### src/rtl/rv_ctrl_pkg.sv
// rtl/rv_ctrl_pkg.sv - shared encodings for the multi-cycle control path
package rv_ctrl_pkg;

    typedef enum logic [4:0] {
        OP_LW      = 5'd0,
        OP_SW      = 5'd1,
        OP_JAL     = 5'd2,
        OP_ADDI    = 5'd3,
        OP_ADD     = 5'd4,
        OP_SUB     = 5'd5,
        OP_MUL     = 5'd6,
        OP_MULH    = 5'd7,
        OP_BGE     = 5'd8,
        OP_XOR     = 5'd9,
        OP_AND     = 5'd10,
        OP_OR      = 5'd11,
        OP_LUI     = 5'd12,
        OP_AUIPC   = 5'd13,
        OP_BLT     = 5'd14,
        OP_BEQ     = 5'd15,
        OP_BNE     = 5'd16,
        OP_ILLEGAL = 5'd31
    } op_t;

    typedef enum logic [3:0] {
        ALU_ADD    = 4'd0,
        ALU_SUB    = 4'd1,
        ALU_XOR    = 4'd2,
        ALU_AND    = 4'd3,
        ALU_OR     = 4'd4,
        ALU_PASS_B = 4'd5,
        ALU_CMP_EQ = 4'd6,
        ALU_CMP_LT = 4'd7
    } alu_op_t;

    typedef enum logic [2:0] {
        S_FETCH    = 3'd0,
        S_DECODE   = 3'd1,
        S_EXEC     = 3'd2,
        S_MEM      = 3'd3,
        S_MUL_WAIT = 3'd4,
        S_WB       = 3'd5,
        S_TRAP     = 3'd7
    } state_t;

    typedef enum logic [1:0] {
        PC_PLUS4  = 2'd0,
        PC_OFFSET = 2'd1,
        PC_ALU    = 2'd2
    } pc_src_t;

    typedef enum logic [1:0] {
        WB_ALU = 2'd0,
        WB_MEM = 2'd1,
        WB_PC4 = 2'd2,
        WB_MUL = 2'd3
    } wb_sel_t;

    typedef struct packed {
        logic    ir_we;
        logic    pc_we;
        pc_src_t pc_src;
        logic    mem_req;
        logic    mem_we;
        logic    mem_addr_sel;
        logic    alu_src_a;
        logic    alu_src_b;
        alu_op_t alu_op;
        logic    mul_start;
        logic    mul_high;
        logic    reg_we;
        wb_sel_t wb_sel;
        logic    retire;
    } ctrl_word_t;

    // Every code past BNE, including the explicit ILLEGAL, is unimplemented.
    function automatic logic op_is_legal(logic [4:0] op);
        return op <= 5'd16;
    endfunction

endpackage

### src/rtl/multicycle_ctrl_if.sv
// rtl/multicycle_ctrl_if.sv - unified memory port request/ready handshake
interface multicycle_ctrl_if;
    logic mem_req;
    logic mem_we;
    logic mem_addr_sel;
    logic mem_ready;

    modport master (output mem_req, output mem_we, output mem_addr_sel, input mem_ready);
    modport slave  (input mem_req, input mem_we, input mem_addr_sel, output mem_ready);
endinterface

### src/rtl/ctrl_decode_rom.sv
// rtl/ctrl_decode_rom.sv - control word for each (state, captured op) pair
module ctrl_decode_rom
    import rv_ctrl_pkg::*;
(
    input  state_t     state_i,
    input  logic [4:0] op_i,
    input  logic       mem_ready_i,
    input  logic       branch_cond_i,
    output ctrl_word_t word_o
);
    logic    is_branch;
    logic    is_mul;
    logic    is_mulh;
    logic    alu_a;
    logic    alu_b;
    alu_op_t alu_fn;

    always_comb begin
        is_branch = (op_i == OP_BEQ) || (op_i == OP_BNE) || (op_i == OP_BLT) || (op_i == OP_BGE);
        is_mulh   = (op_i == OP_MULH);
        is_mul    = (op_i == OP_MUL) || is_mulh;
        alu_a     = 1'b0;
        alu_b     = 1'b0;
        alu_fn    = ALU_ADD;
        case (op_i)
            OP_ADDI, OP_LW, OP_SW: alu_b = 1'b1;
            OP_AUIPC, OP_JAL: begin
                alu_a = 1'b1;
                alu_b = 1'b1;
            end
            OP_LUI: begin
                alu_b  = 1'b1;
                alu_fn = ALU_PASS_B;
            end
            OP_SUB:         alu_fn = ALU_SUB;
            OP_XOR:         alu_fn = ALU_XOR;
            OP_AND:         alu_fn = ALU_AND;
            OP_OR:          alu_fn = ALU_OR;
            OP_BEQ, OP_BNE: alu_fn = ALU_CMP_EQ;
            OP_BLT, OP_BGE: alu_fn = ALU_CMP_LT;
            default: ;
        endcase
    end

    // ALU selects stay applied through MEM and WB so the datapath result is stable there.
    always_comb begin
        word_o = '0;
        case (state_i)
            S_FETCH: begin
                word_o.mem_req = 1'b1;
                word_o.ir_we   = mem_ready_i;
                word_o.pc_we   = mem_ready_i;
                word_o.pc_src  = PC_PLUS4;
            end
            S_EXEC: begin
                word_o.alu_src_a = alu_a;
                word_o.alu_src_b = alu_b;
                word_o.alu_op    = alu_fn;
                if (is_branch) begin
                    word_o.pc_we  = branch_cond_i;
                    word_o.pc_src = PC_OFFSET;
                    word_o.retire = 1'b1;
                end else if (op_i == OP_JAL) begin
                    word_o.pc_we  = 1'b1;
                    word_o.pc_src = PC_OFFSET;
                    word_o.reg_we = 1'b1;
                    word_o.wb_sel = WB_PC4;
                    word_o.retire = 1'b1;
                end else if (is_mul) begin
                    word_o.mul_start = 1'b1;
                    word_o.mul_high  = is_mulh;
                end
            end
            S_MEM: begin
                word_o.alu_src_a    = alu_a;
                word_o.alu_src_b    = alu_b;
                word_o.alu_op       = alu_fn;
                word_o.mem_req      = 1'b1;
                word_o.mem_addr_sel = 1'b1;
                word_o.mem_we       = (op_i == OP_SW);
                word_o.retire       = mem_ready_i && (op_i == OP_SW);
            end
            S_MUL_WAIT: word_o.mul_high = is_mulh;
            S_WB: begin
                word_o.alu_src_a = alu_a;
                word_o.alu_src_b = alu_b;
                word_o.alu_op    = alu_fn;
                word_o.reg_we    = 1'b1;
                word_o.retire    = 1'b1;
                word_o.wb_sel    = (op_i == OP_LW) ? WB_MEM : (is_mul ? WB_MUL : WB_ALU);
            end
            default: ;
        endcase
    end
endmodule

### src/rtl/multicycle_ctrl.sv
// rtl/multicycle_ctrl.sv - multi-cycle sequencer for the RV32IM core
module multicycle_ctrl
    import rv_ctrl_pkg::*;
#(
    parameter int MEM_TIMEOUT = 255
) (
    input  logic                     clk,
    input  logic                     rst,
    multicycle_ctrl_if.master        mem,
    input  logic [4:0]               op_type,
    input  logic                     branch_cond,
    input  logic                     mul_done,
    output logic                     ir_we,
    output logic                     pc_we,
    output logic [1:0]               pc_src,
    output logic                     alu_src_a,
    output logic                     alu_src_b,
    output logic [3:0]               alu_op,
    output logic                     mul_start,
    output logic                     mul_high,
    output logic                     reg_we,
    output logic [1:0]               wb_sel,
    output logic                     retire,
    output logic                     trap,
    output logic [2:0]               state
);
    localparam int CW = (MEM_TIMEOUT > 1) ? $clog2(MEM_TIMEOUT) : 1;

    state_t        state_q, state_d;
    logic [4:0]    op_q;
    logic          idle_q;
    logic [CW-1:0] cnt_q, cnt_d;
    logic          waiting;
    logic          timeout;
    ctrl_word_t    rom_word;
    ctrl_word_t    word;

    ctrl_decode_rom u_rom (
        .state_i       (state_q),
        .op_i          (op_q),
        .mem_ready_i   (mem.mem_ready),
        .branch_cond_i (branch_cond),
        .word_o        (rom_word)
    );

    // idle_q holds the first cycle after reset quiet so the memory side can drop a stale request.
    always_comb begin
        if (idle_q) begin
            word = '0;
        end else begin
            word = rom_word;
        end
        waiting = word.mem_req && !mem.mem_ready;
        timeout = (MEM_TIMEOUT != 0) && waiting && (cnt_q == CW'(MEM_TIMEOUT - 1));
    end

    always_comb begin
        state_d = state_q;
        cnt_d   = waiting ? cnt_q + CW'(1) : '0;
        case (state_q)
            S_FETCH: begin
                if (!idle_q) begin
                    if (mem.mem_ready) begin
                        state_d = S_DECODE;
                    end else if (timeout) begin
                        state_d = S_TRAP;
                    end
                end
            end
            S_DECODE: state_d = op_is_legal(op_type) ? S_EXEC : S_TRAP;
            S_EXEC: begin
                case (op_q)
                    OP_BEQ, OP_BNE, OP_BLT, OP_BGE, OP_JAL: state_d = S_FETCH;
                    OP_MUL, OP_MULH:                        state_d = S_MUL_WAIT;
                    OP_LW, OP_SW:                           state_d = S_MEM;
                    default:                                state_d = S_WB;
                endcase
            end
            S_MUL_WAIT: if (mul_done) state_d = S_WB;
            S_MEM: begin
                if (mem.mem_ready) begin
                    state_d = (op_q == OP_SW) ? S_FETCH : S_WB;
                end else if (timeout) begin
                    state_d = S_TRAP;
                end
            end
            S_WB:    state_d = S_FETCH;
            default: state_d = S_TRAP;
        endcase
    end

    always_ff @(posedge clk) begin
        if (rst) begin
            state_q <= S_FETCH;
            op_q    <= '0;
            cnt_q   <= '0;
            idle_q  <= 1'b1;
        end else begin
            state_q <= state_d;
            cnt_q   <= cnt_d;
            idle_q  <= 1'b0;
            if (state_q == S_DECODE) begin
                op_q <= op_type;
            end
        end
    end

    assign mem.mem_req      = word.mem_req;
    assign mem.mem_we       = word.mem_we;
    assign mem.mem_addr_sel = word.mem_addr_sel;
    assign ir_we            = word.ir_we;
    assign pc_we            = word.pc_we;
    assign pc_src           = word.pc_src;
    assign alu_src_a        = word.alu_src_a;
    assign alu_src_b        = word.alu_src_b;
    assign alu_op           = word.alu_op;
    assign mul_start        = word.mul_start;
    assign mul_high         = word.mul_high;
    assign reg_we           = word.reg_we;
    assign wb_sel           = word.wb_sel;
    assign retire           = word.retire;
    assign trap             = (state_q == S_TRAP);
    assign state            = state_q;
endmodule

### src/flat_wrapper.sv
// flat-port wrapper written by rule: the top's interface ports become plain ports
module multicycle_ctrl_flat import rv_ctrl_pkg::*;
#(
    parameter int MEM_TIMEOUT = 255
)
  (clk, rst, op_type, branch_cond, mul_done, ir_we, pc_we, pc_src, alu_src_a, alu_src_b, alu_op, mul_start, mul_high, reg_we, wb_sel, retire, trap, state, mem_mem_req, mem_mem_we, mem_mem_addr_sel, mem_mem_ready);
  multicycle_ctrl_if mem_i ();
  input  logic clk;
  input  logic rst;
  input  logic [4:0] op_type;
  input  logic branch_cond;
  input  logic mul_done;
  output logic ir_we;
  output logic pc_we;
  output logic [1:0] pc_src;
  output logic alu_src_a;
  output logic alu_src_b;
  output logic [3:0] alu_op;
  output logic mul_start;
  output logic mul_high;
  output logic reg_we;
  output logic [1:0] wb_sel;
  output logic retire;
  output logic trap;
  output logic [2:0] state;
  output wire logic [$bits(mem_i.mem_req)-1:0] mem_mem_req;
  output wire logic [$bits(mem_i.mem_we)-1:0] mem_mem_we;
  output wire logic [$bits(mem_i.mem_addr_sel)-1:0] mem_mem_addr_sel;
  input wire logic [$bits(mem_i.mem_ready)-1:0] mem_mem_ready;
  assign mem_mem_req = mem_i.mem_req;
  assign mem_mem_we = mem_i.mem_we;
  assign mem_mem_addr_sel = mem_i.mem_addr_sel;
  assign mem_i.mem_ready = mem_mem_ready;
  multicycle_ctrl #(.MEM_TIMEOUT(MEM_TIMEOUT)) u_core (.clk(clk), .rst(rst), .mem(mem_i), .op_type(op_type), .branch_cond(branch_cond), .mul_done(mul_done), .ir_we(ir_we), .pc_we(pc_we), .pc_src(pc_src), .alu_src_a(alu_src_a), .alu_src_b(alu_src_b), .alu_op(alu_op), .mul_start(mul_start), .mul_high(mul_high), .reg_we(reg_we), .wb_sel(wb_sel), .retire(retire), .trap(trap), .state(state));
endmodule
### config.mk
export PLATFORM = sky130hd
export DESIGN_NAME = multicycle_ctrl_flat
export DESIGN_NICKNAME = d
export VERILOG_FILES = /design/src/rtl/rv_ctrl_pkg.sv /design/src/rtl/multicycle_ctrl_if.sv /design/src/rtl/ctrl_decode_rom.sv /design/src/rtl/multicycle_ctrl.sv /design/src/flat_wrapper.sv
export SDC_FILE = /design/constraint.sdc
export NUM_CORES = 1
export LEC_CHECK = 0
export CORE_MARGIN = 2
export CORE_UTILIZATION = 24
export CTS_BUF_LIST = sky130_fd_sc_hd__clkbuf_8
export DETAILED_ROUTE_END_ITERATION = 10
export PLACE_DENSITY = 0.47
export SYNTH_ARGS = -nofsm -noshare
export SYNTH_HDL_FRONTEND = slang
export SYNTH_SLANG_ARGS = --single-unit
### constraint.sdc
create_clock -name clk -period 1.83 [get_ports clk]
set_input_delay 0.366 -clock clk [delete_from_list [all_inputs] [get_ports clk]]
set_output_delay 0.366 -clock clk [all_outputs]
set_load 0.01 [all_outputs]
# ---- Word level (Yosys, flattened, before mapping)
# Memories as Yosys holds them, arrays and structs flattened. A register that Yosys moved wholly into a read port is not among the register bits.
# Cells that the tools add are included.
dict set report totals {
  reg_bits 17
  latchBits 0
  ramBits 0
  inputBits 10
  mem_bits_ro 96
  memories 1
  elab_cells 83
  output_inout_bits 23
}
# memory depth word_bits rd rd_clocked_by_memory_dff write_ports line_no
set mem_list {}
lappend mem_list {{(name not given)} 32 3 1 1 0 multicycle_ctrl.sv:72} ;# case (op_q)
dict set report op_classes {
  reduce_logical 18
  bitwise_logic 1
  n_mul 0
  addsub 1
  n_eq_ne 24
  div 0
  mux 33
  order_cmp 1
  shift 0
}
# operator n
set op_table {}
lappend op_table {{$eq 5x4->1 const B} 8}
lappend op_table {{$mux 3} 9}
lappend op_table {{$pmux 3 s7} 1}
lappend op_table {{$mux 19} 1}
lappend op_table {{$pmux 3 s6} 1}
lappend op_table {{$eq 5x3->1 const B} 3}
lappend op_table {{$mux 5} 3}
lappend op_table {{$pmux 3 s2} 2}
lappend op_table {{$eq 5x2->1 const B} 2}
lappend op_table {{$mux 2} 5}
lappend op_table {{$reduce_or 2->1} 5}
lappend op_table {{$eq 3x3->1 const B} 3}
lappend op_table {{$add 8x1->8 const B} 1}
lappend op_table {{$eq 8x8->1 const B} 1}
lappend op_table {{$mux 1} 7}
lappend op_table {{$eq 3x2->1 const B} 2}
lappend op_table {{$mux 6} 1}
lappend op_table {{$reduce_or 6->1} 1}
lappend op_table {{$eq 5x1->1 const B} 1}
lappend op_table {{$eq 5x5->1 const B} 1}
lappend op_table {{$le 5x5->1 const B} 1}
lappend op_table {{$logic_not 5->1} 1}
lappend op_table {{$logic_or 1x1->1} 4}
lappend op_table {{$mux 4} 1}
lappend op_table {{10 further kinds} 13}

# ---- Depth between registers and ports, before layout
# Gate-level depths: netlist of run 1.
dict set report depth {
  depth_word 13
  mapped_depth 7
  ltp_nobuf 7
}

# ---- By module
# A second synthesis of run 1 with hierarchy kept.
dict set report hier_totals {
  cells_unflattened 218
  hier_area_um2 1676.6
}
# mod seq_area_each_um2 area_each_um2 instances cells_per_inst
set modules_own_cells {}
lappend modules_own_cells {multicycle_ctrl 400.4 1257.5 1 148}
lappend modules_own_cells {ctrl_decode_rom 0.0 419.2 1 70}

# ---- Worst setup path before layout of run 1
# No wires, ideal clock.
dict set report synth_timing {
  kind {register to output}
  from {reg u_core.state_q[1] (netlist: u_core.state[1])}
  to {out pc_we}
  arrival_time_ps 1587
  t_required_ps 1464
  path_slack_ps -123
  path_stages_with_launch 5
  n_path_buf 1
  path_cell_list {dfxtp_1 -> buf_2 -> or2_2 -> nor4b_1 -> nand2b_1}
}
dict set report synth_between {
  elab_chain_cells 3
  elab_cells_between_ends 4
  classes_between {eq/ne: 1; mux: 2; reduce/logical: 1}
}
# element line_no
set synth_rtl {}
lappend synth_rtl {{start, declared} multicycle_ctrl.sv:29} ;# state_t state_q, state_d;
lappend synth_rtl {{start signal, assigned} multicycle_ctrl.sv:99} ;# state_q <= state_d;
lappend synth_rtl {{$eq 3x2->1 or $logic_not 3->1 (tied branches)} ctrl_decode_rom.sv:48} ;# case (state_i)
lappend synth_rtl {{$pmux 3 s2 *} ctrl_decode_rom.sv:48}
lappend synth_rtl {{$mux 19 *} multicycle_ctrl.sv:48} ;# if (idle_q) begin
lappend synth_rtl {{end, declared} flat_wrapper.sv:14} ;# output logic pc_we;
# Mark *: on every way between the ends. The rest lies on a longest branch, timed or not.

# ---- Worst setup path after layout of run 1
dict set report layout_timing {
  from {reg u_core.op_q[1]}
  to {out mul_high}
}
dict set report layout_between {
  elab_chain_cells 7
  elab_cells_between_ends 16
  classes_between {eq/ne: 7; mux: 5; reduce/logical: 4}
}
# element line_no
set layout_rtl {}
lappend layout_rtl {{start, declared} multicycle_ctrl.sv:30} ;# logic [4:0] op_q;
lappend layout_rtl {{start signal, assigned} multicycle_ctrl.sv:103} ;# op_q <= op_type;
lappend layout_rtl {{$eq 5x3->1 (tied with other cells)} ctrl_decode_rom.sv:21} ;# is_mul = (op_i == OP_MUL) || is_mulh;
lappend layout_rtl {{$logic_or 1x1->1 (on tied branches)} {ctrl_decode_rom.sv:21, ctrl_decode_rom.sv:19}}
lappend layout_rtl {{$mux 2 or $logic_or 1x1->1 (tied branches)} {ctrl_decode_rom.sv:69, ctrl_decode_rom.sv:19}}
lappend layout_rtl {{$mux 2 or $logic_or 1x1->1 (tied branches)} {ctrl_decode_rom.sv:63, ctrl_decode_rom.sv:19}}
lappend layout_rtl {{$mux 5} ctrl_decode_rom.sv:59} ;# if (is_branch) begin
lappend layout_rtl {{$pmux 1 s2 *} ctrl_decode_rom.sv:48}
lappend layout_rtl {{$mux 19 *} multicycle_ctrl.sv:48}
lappend layout_rtl {{end, declared} flat_wrapper.sv:20} ;# output logic mul_high;
# Marks and branches as above.

==> flow_summary_export.csv, run 1 <==
group,metric,value,unit
status,status,"complete, but fails checks",
status,violations,"negative setup slack",
hold_path,holdPathEnd,"u_core.cnt_q[0]",
floorplanning,core_area,0.005956,sq mm
sta,fmax,0.4879,GHz
synth,ys_types,50,
place,place_area,0.002216,sq mm
synth,async_flop_share,0,
place,place_worst_setup_slack,-0.4182,ns
detailed_routing,via_count,1660,
detailed_routing,routed_wl,4474,um
critical_path,worst-endpoint-required,1.46,ns
global_route,antenna_found_initial,0,
sta,hold_slack,0.4764,ns
cells_and_area,diodes,0,
critical_path,crit_type,"flop to primary output",
global_route,grt_usage,0.1359,
synth,synth_ff_type,"dfxtp_1",
clock_network,clock_latency,0.26,ns
synth,synth_adder_area_share,0.03025,
hold_path,hold_depth,1,
synth,synthMuxAreaShare,0.03361,
power,p_leak,1.055,nW
critical_path,cp.arrival,1.68,ns
flow_run,drv_cap,0,
floorplanning,die_h,82.77,um
clock_network,clock_path_buffers,2,
critical_path,rr_startpoint,"u_core.state[1]",
detailed_routing,drt_iter0_drc,61,
floorplanning,num_rows,28,
sta,setup_violations,12,
synth,ys_ff_latch,20,
cells_and_area,layout_common_cells,"49 x buf_4, 29 x nor2_1, 16 x buf_2, 14 x buf_6",
synth,synth_xor_area_frac,0.04118,
clock_network,cts_root_buf,"clkbuf_8",
critical_path,startpoint_type,"flop",
detailed_routing,detail-route-antenna-nets,0,
global_route,first_global_vias,1545,
synth,synth-simple-area-share,0.3672,
clock_network,cts_tree,"yes",
synth,synth_edf_count,0,
power,ir_drop,442.8,uV
cells_and_area,final_common_cell,"buf_4",
floorplanning,start_util,0.2500,
synth,seq_area_frac_synth,0.2689,
synth,synth-warning-count,0,
detailed_routing,wl_per_cell,12.60,um
clock_network,htreeDepth,1,
synth,netlist_area,0.001489,sq mm
global_route,grt_pass1_wl,7231,um
clock_network,cts_hold_buf,0,
place,place_hpwl,3356,um
hold_path,min-delay-start,"u_core.cnt_q[0]",
hold_path,hp-class,"flop to flop",
sta,skew,0.007611,ns
floorplanning,dieArea,0.006850,sq mm
synth,synth_compound_area_frac,0.1874,
sta,period_minus_slack,2.050,ns
detailed_routing,drc_errors,0,
floorplanning,io_pins,33,
cells_and_area,layout-drive-gt1-share,0.4429,
synth,syn_avg_cell_area,7.558,sq um
clock_network,numClockSinks,20,
cells_and_area,fin_nets,293,
power,power.density,1039,mW/mm^2
sta,rsz0062_at_grt,"yes",
detailed_routing,viasPerCell,4.676,
synth,synth_top_family_by_area,"simple AND/OR/NAND/NOR gates",
critical_path,reg2reg_depth,9,
floorplanning,die_width,82.77,um
place,place_congestion,0.7734,
synth,synthCells,197,
cells_and_area,final_area,0.002529,sq mm
sta,worst_slack,-0.2196,ns
clock_network,cts.clk_slew.worst_paths,0.08,ns
global_route,grt_max_degree,14,
critical_path,cp_max_fo,4,
sta,drv_slew,0,
cells_and_area,area_delta_synth_final,69.83,%
critical_path,end_kind,"primary output",
critical_path,r2r_slack,0.11,ns
clock_network,cts_inserted_buffers,3,
sta,hold_violations,0,
sta,period_share,1.120,
place,portBuffers,30,
detailed_routing,dr.pass1.iters,4,
global_route,grt-ovfl-total,0,
==> per-layer routing <==
metal  vias to the layer above  global-route usage  share of wire
met4                         0             0.03607         0.0054
met2                        31              0.2266           0.47
li1                        879                   -              -
met1                       746              0.1835           0.49
met5                         -                   0              0
met3                         4             0.01848          0.032
==> logic make-up after synthesis <==
| group | Yosys count |
|---|---|
| other cells | 1 |
| buf+inv | 20 |
| xor+xnor | 7 |
| mux | 5 |
| simple gates | 97 |
| flops | 20 |
| fa+ha+maj | 4 |
| compound gates | 43 |
==> per-stage QoR <==
step | util | cells | TNS, ns | power, W
floorplan | - | 198 | 0 | 0.001261
global placement | 0.3721 | 340 | -4.313 | 0.001855
detailed placement | 0.3721 | 340 | -4.346 | 0.001861
CTS | 0.4021 | 352 | -1.531 | 0.002464
global route | 0.4246 | 355 | -2.619 | 0.002808
finish | 0.4246 | 355 | -1.421 | 0.002627
==> Yosys cell counts, drive strengths merged (2+ instances only) <==
cell	n	area share
ha	2	0.017
nand3b	3	0.015
nor4b	2	0.012
maj3	2	0.013
a21oi	10	0.034
a31oi	8	0.034
o21ai	7	0.024
nor2	30	0.077
a21o	2	0.010
and2b	2	0.010
nor4	3	0.023
mux2i	5	0.034
nor2b	6	0.025
inv	4	0.010
nand2	7	0.018
xor2	3	0.018
nand2b	6	0.025
nor3b	3	0.023
dfxtp	20	0.27
and3	7	0.029
o22ai	3	0.013
xnor2	4	0.024
nor3	11	0.040
clkbuf	8	0.020
a211oi	6	0.034
or3	3	0.013
nand3	8	0.027
buf	8	0.039
==> how the worst max path moves through the flow <==
| stage | startpoint | end | slack [ns] | depth (start not counted) |
|---|---|---|---|---|
| 6_report | u_core.op_q[1] | mul_high | -0.22 | 6 |
| 5_1_grt | u_core.op_q[1] | pc_we | -0.32 | 8 |
| 4_1_cts | u_core.op_q[1] | pc_we | -0.21 | 7 |
| 3_5_place_dp | mem_mem_ready | retire | -0.42 | 6 |
| 3_3_place_gp | mem_mem_ready | retire | -0.42 | 6 |
| 2_1_floorplan | u_core.state[1] | pc_we | 0.05 | 4 |
==> power by group <==
group	internal (W)	leakage [nW]	switching (W)
sequential	0.000516	0.168	0.0000665
combinational	0.000862	0.852	0.000743
clock	0.000292	0.0357	0.000148
==> critical path, cell delays in order, from the launching register on <==
cell	delay [ns]
dfxtp_4	0.36
or3_4	0.39
o22ai_4	0.17
buf_6	0.13
o21ai_1	0.06
and4_1	0.19
buf_2	0.13
==> layout make-up <==
type	instances	area, sq um
clock buffers	3	41.29
clock inverters	1	30.03
fillers	635	3427
inverters	4	15.01
multi-input cells	158	1165
flip-flops and latches	20	420.4
well taps	75	93.84
repair buffers	94	763.2
==> timing repair <==
action / 4_1_cts / 5_1_grt
gates resized for setup: 97 / 35
buffers inserted: 9 / 4
pin swaps: 7 / 10
setup endpoints to repair: 19 / 18
gates cloned: 0 / 0
Note: power is estimated with default switching activity, not from simulation.
==> run 2: changes to the inputs <==
--- a/config.mk
+++ b/config.mk
@@ -10,6 +10,7 @@
 export CTS_BUF_LIST = sky130_fd_sc_hd__clkbuf_8
 export DETAILED_ROUTE_END_ITERATION = 10
 export PLACE_DENSITY = 0.47
+export SLEW_MARGIN = 10
 export SYNTH_ARGS = -nofsm -noshare
 export SYNTH_HDL_FRONTEND = slang
 export SYNTH_SLANG_ARGS = --single-unit
==> results of run 2 <==
The final DEF is identical to that of run 1; final timing and power are the same.
==> run 3: changes to the inputs <==
--- a/config.mk
+++ b/config.mk
@@ -5,7 +5,7 @@
 export SDC_FILE = /design/constraint.sdc
 export NUM_CORES = 1
 export LEC_CHECK = 0
-export CORE_MARGIN = 2
+export CORE_MARGIN = 5
 export CORE_UTILIZATION = 24
 export CTS_BUF_LIST = sky130_fd_sc_hd__clkbuf_8
 export DETAILED_ROUTE_END_ITERATION = 10
==> flow_summary_export.csv, run 3 (synthesis gave the netlist of run 1 again) <==
group,metric,value,unit
status,status,"complete, but fails checks",
status,violations,"negative setup slack",
cells_and_area,stdcell_count,363,
power,p_leak,1.139,nW
detailed_routing,drt_iter0_drc,40,
sta,skew,0.003231,ns
global_route,grt_usage,0.1288,
floorplanning,io_pins,33,
clock_network,clock_path_buffers,2,
global_route,grt_pass1_wl,8059,um
cells_and_area,fin_nets,301,
hold_path,min-delay-start,"u_core.cnt_q[0]",
floorplanning,num_rows,28,
cells_and_area,final_area,0.002739,sq mm
global_route,first_global_vias,1624,
sta,period_minus_slack,2.073,ns
cells_and_area,final_common_cell,"buf_4",
sta,setup_violations,14,
detailed_routing,routed_wl,5114,um
critical_path,reg2reg_depth,9,
sta,fmax,0.4824,GHz
power,power.density,1055,mW/mm^2
hold_path,holdPathEnd,"u_core.cnt_q[0]",
detailed_routing,wl_per_cell,14.09,um
sta,setup_total_negative_slack,-1.293,ns
clock_network,cts_root_buf,"clkbuf_8",
cells_and_area,utilization,0.4572,
floorplanning,start_util,0.2485,
cells_and_area,area_delta_synth_final,83.95,%
global_route,grt_max_degree,18,
power,ir_drop,535.0,uV
global_route,grt-ovfl-total,0,
floorplanning,core_area,0.005991,sq mm
sta,rsz0062_at_grt,"yes",
clock_network,numClockSinks,20,
critical_path,cp_max_fo,4,
detailed_routing,viasPerCell,4.824,
critical_path,r2r_slack,-0.01,ns
power,power_frac_seq,0.206,
critical_path,rr_startpoint,"u_core.state[1]",
floorplanning,die_width,88.77,um
detailed_routing,via_count,1751,
hold_path,hp-class,"flop to flop",
detailed_routing,dr.pass1.iters,4,
power,p_comb_frac,0.643,
power,p_sw,0.001055,W
global_route,antenna_found_initial,0,
flow_run,drv_cap,0,
cells_and_area,layout_common_cells,"47 x buf_4, 27 x nor2_1, 22 x buf_6, 14 x buf_2, 12 x dfxtp_1",
floorplanning,dieArea,0.007879,sq mm
place,place_hpwl,3396,um
place,dp_cells,338,
critical_path,startpoint_type,"flop",
cells_and_area,diodes,0,
cells_and_area,layout-drive-gt1-share,0.5000,
clock_network,htreeDepth,1,
cells_and_area,fill_cells,578,
clock_network,cts_inserted_buffers,3,
floorplanning,die_h,88.77,um
hold_path,hold_depth,1,
power,internal-power,0.001835,W
detailed_routing,drc_errors,0,
clock_network,clock_latency,0.26,ns
place,portBuffers,30,
place,place_congestion,0.8285,
power,p_sw_frac,0.3651,
clock_network,cts_tree,"yes",
sta,worst_slack,-0.2431,ns
clock_network,cts.clk_slew.worst_paths,0.08,ns
sta,hold_violations,0,
detailed_routing,detail-route-antenna-nets,0,
sta,period_share,1.133,
critical_path,end_kind,"primary output",
clock_network,cts_hold_buf,0,
sta,drv_slew,0,
critical_path,cp.arrival,1.71,ns
critical_path,crit_type,"flop to primary output",
power,pwr-share-clk,0.152,
sta,hold_slack,0.4768,ns
place,place_area,0.002201,sq mm
critical_path,worst-endpoint-required,1.46,ns
-- run 3: changes by cell type in the layout (fill, tap and decap cells not counted), sizes merged --
cell and change:
buf +6, clkdlybuf4s50 -1, clkbuf +1, clkdlybuf4s15 +1, dlymetal6s2s +1
-- run 3: layout make-up --
cell class              count  area, sq um  share of cell area
well taps                  75        93.84             0.03426
clock inverters             1        30.03             0.01096
multi-input cells         158         1236              0.4513
flip-flops and latches     20        420.4              0.1535
repair buffers            102        902.1              0.3294
inverters                   4        15.01            0.005482
clock buffers               3        41.29             0.01508
-- run 3: worst max path at each step --
stage / from / slack [ns] / cells past startpoint / end
finish: u_core.op_q[1] / -0.24 / 7 / pc_we
global route: u_core.op_q[1] / -0.33 / 7 / pc_we
CTS: u_core.op_q[1] / -0.25 / 7 / pc_we
detailed placement: mem_mem_ready / -0.41 / 6 / retire
global placement: mem_mem_ready / -0.42 / 6 / retire
floorplan: u_core.state[1] / 0.05 / 4 / pc_we
-- run 3: stage by stage --
stage	total power, W	setup slack [ns]
after floorplan	0.001261	0.04630
after global placement	0.001859	-0.4188
after detailed placement	0.001858	-0.4077
after CTS	0.002598	-0.2527
after global routing	0.003069	-0.3304
final	0.002890	-0.2431
-- run 3: worst max-delay path: stages, from the launching register on --
cell,delay (ns)
dfxtp_4,0.36
or3_4,0.39
buf_6,0.14
a21oi_2,0.09
a31oi_1,0.07
o2111ai_1,0.19
nand2b_1,0.07
buf_2,0.14
-- run 3: repair_timing --
action                                  CTS  global route
gates resized for setup                 122            32
endpoints found under the setup margin   18            19
cloned                                    0             1
pin swaps                                21            12
hold endpoints to repair                  0             0
setup buffers                            13             8
-- run 3: per-layer routing --
metal  track usage  wire length, um  vias up
met3       0.01769              247        8
met4       0.03022               80        0
met2        0.2018             2349       40
met1        0.1860             2437      815
met5             0                0        -
li1              -                -      888
-- run 3: power groups by stage --
stage                     registers [W]  logic (W)  clock network, W
after global placement         0.000571    0.00129                 0
after detailed placement       0.000572    0.00129                 0
after global routing           0.000604    0.00200          0.000465
after floorplan                0.000567   0.000694                 0
final                          0.000594    0.00186          0.000439
after CTS                      0.000580    0.00157          0.000449
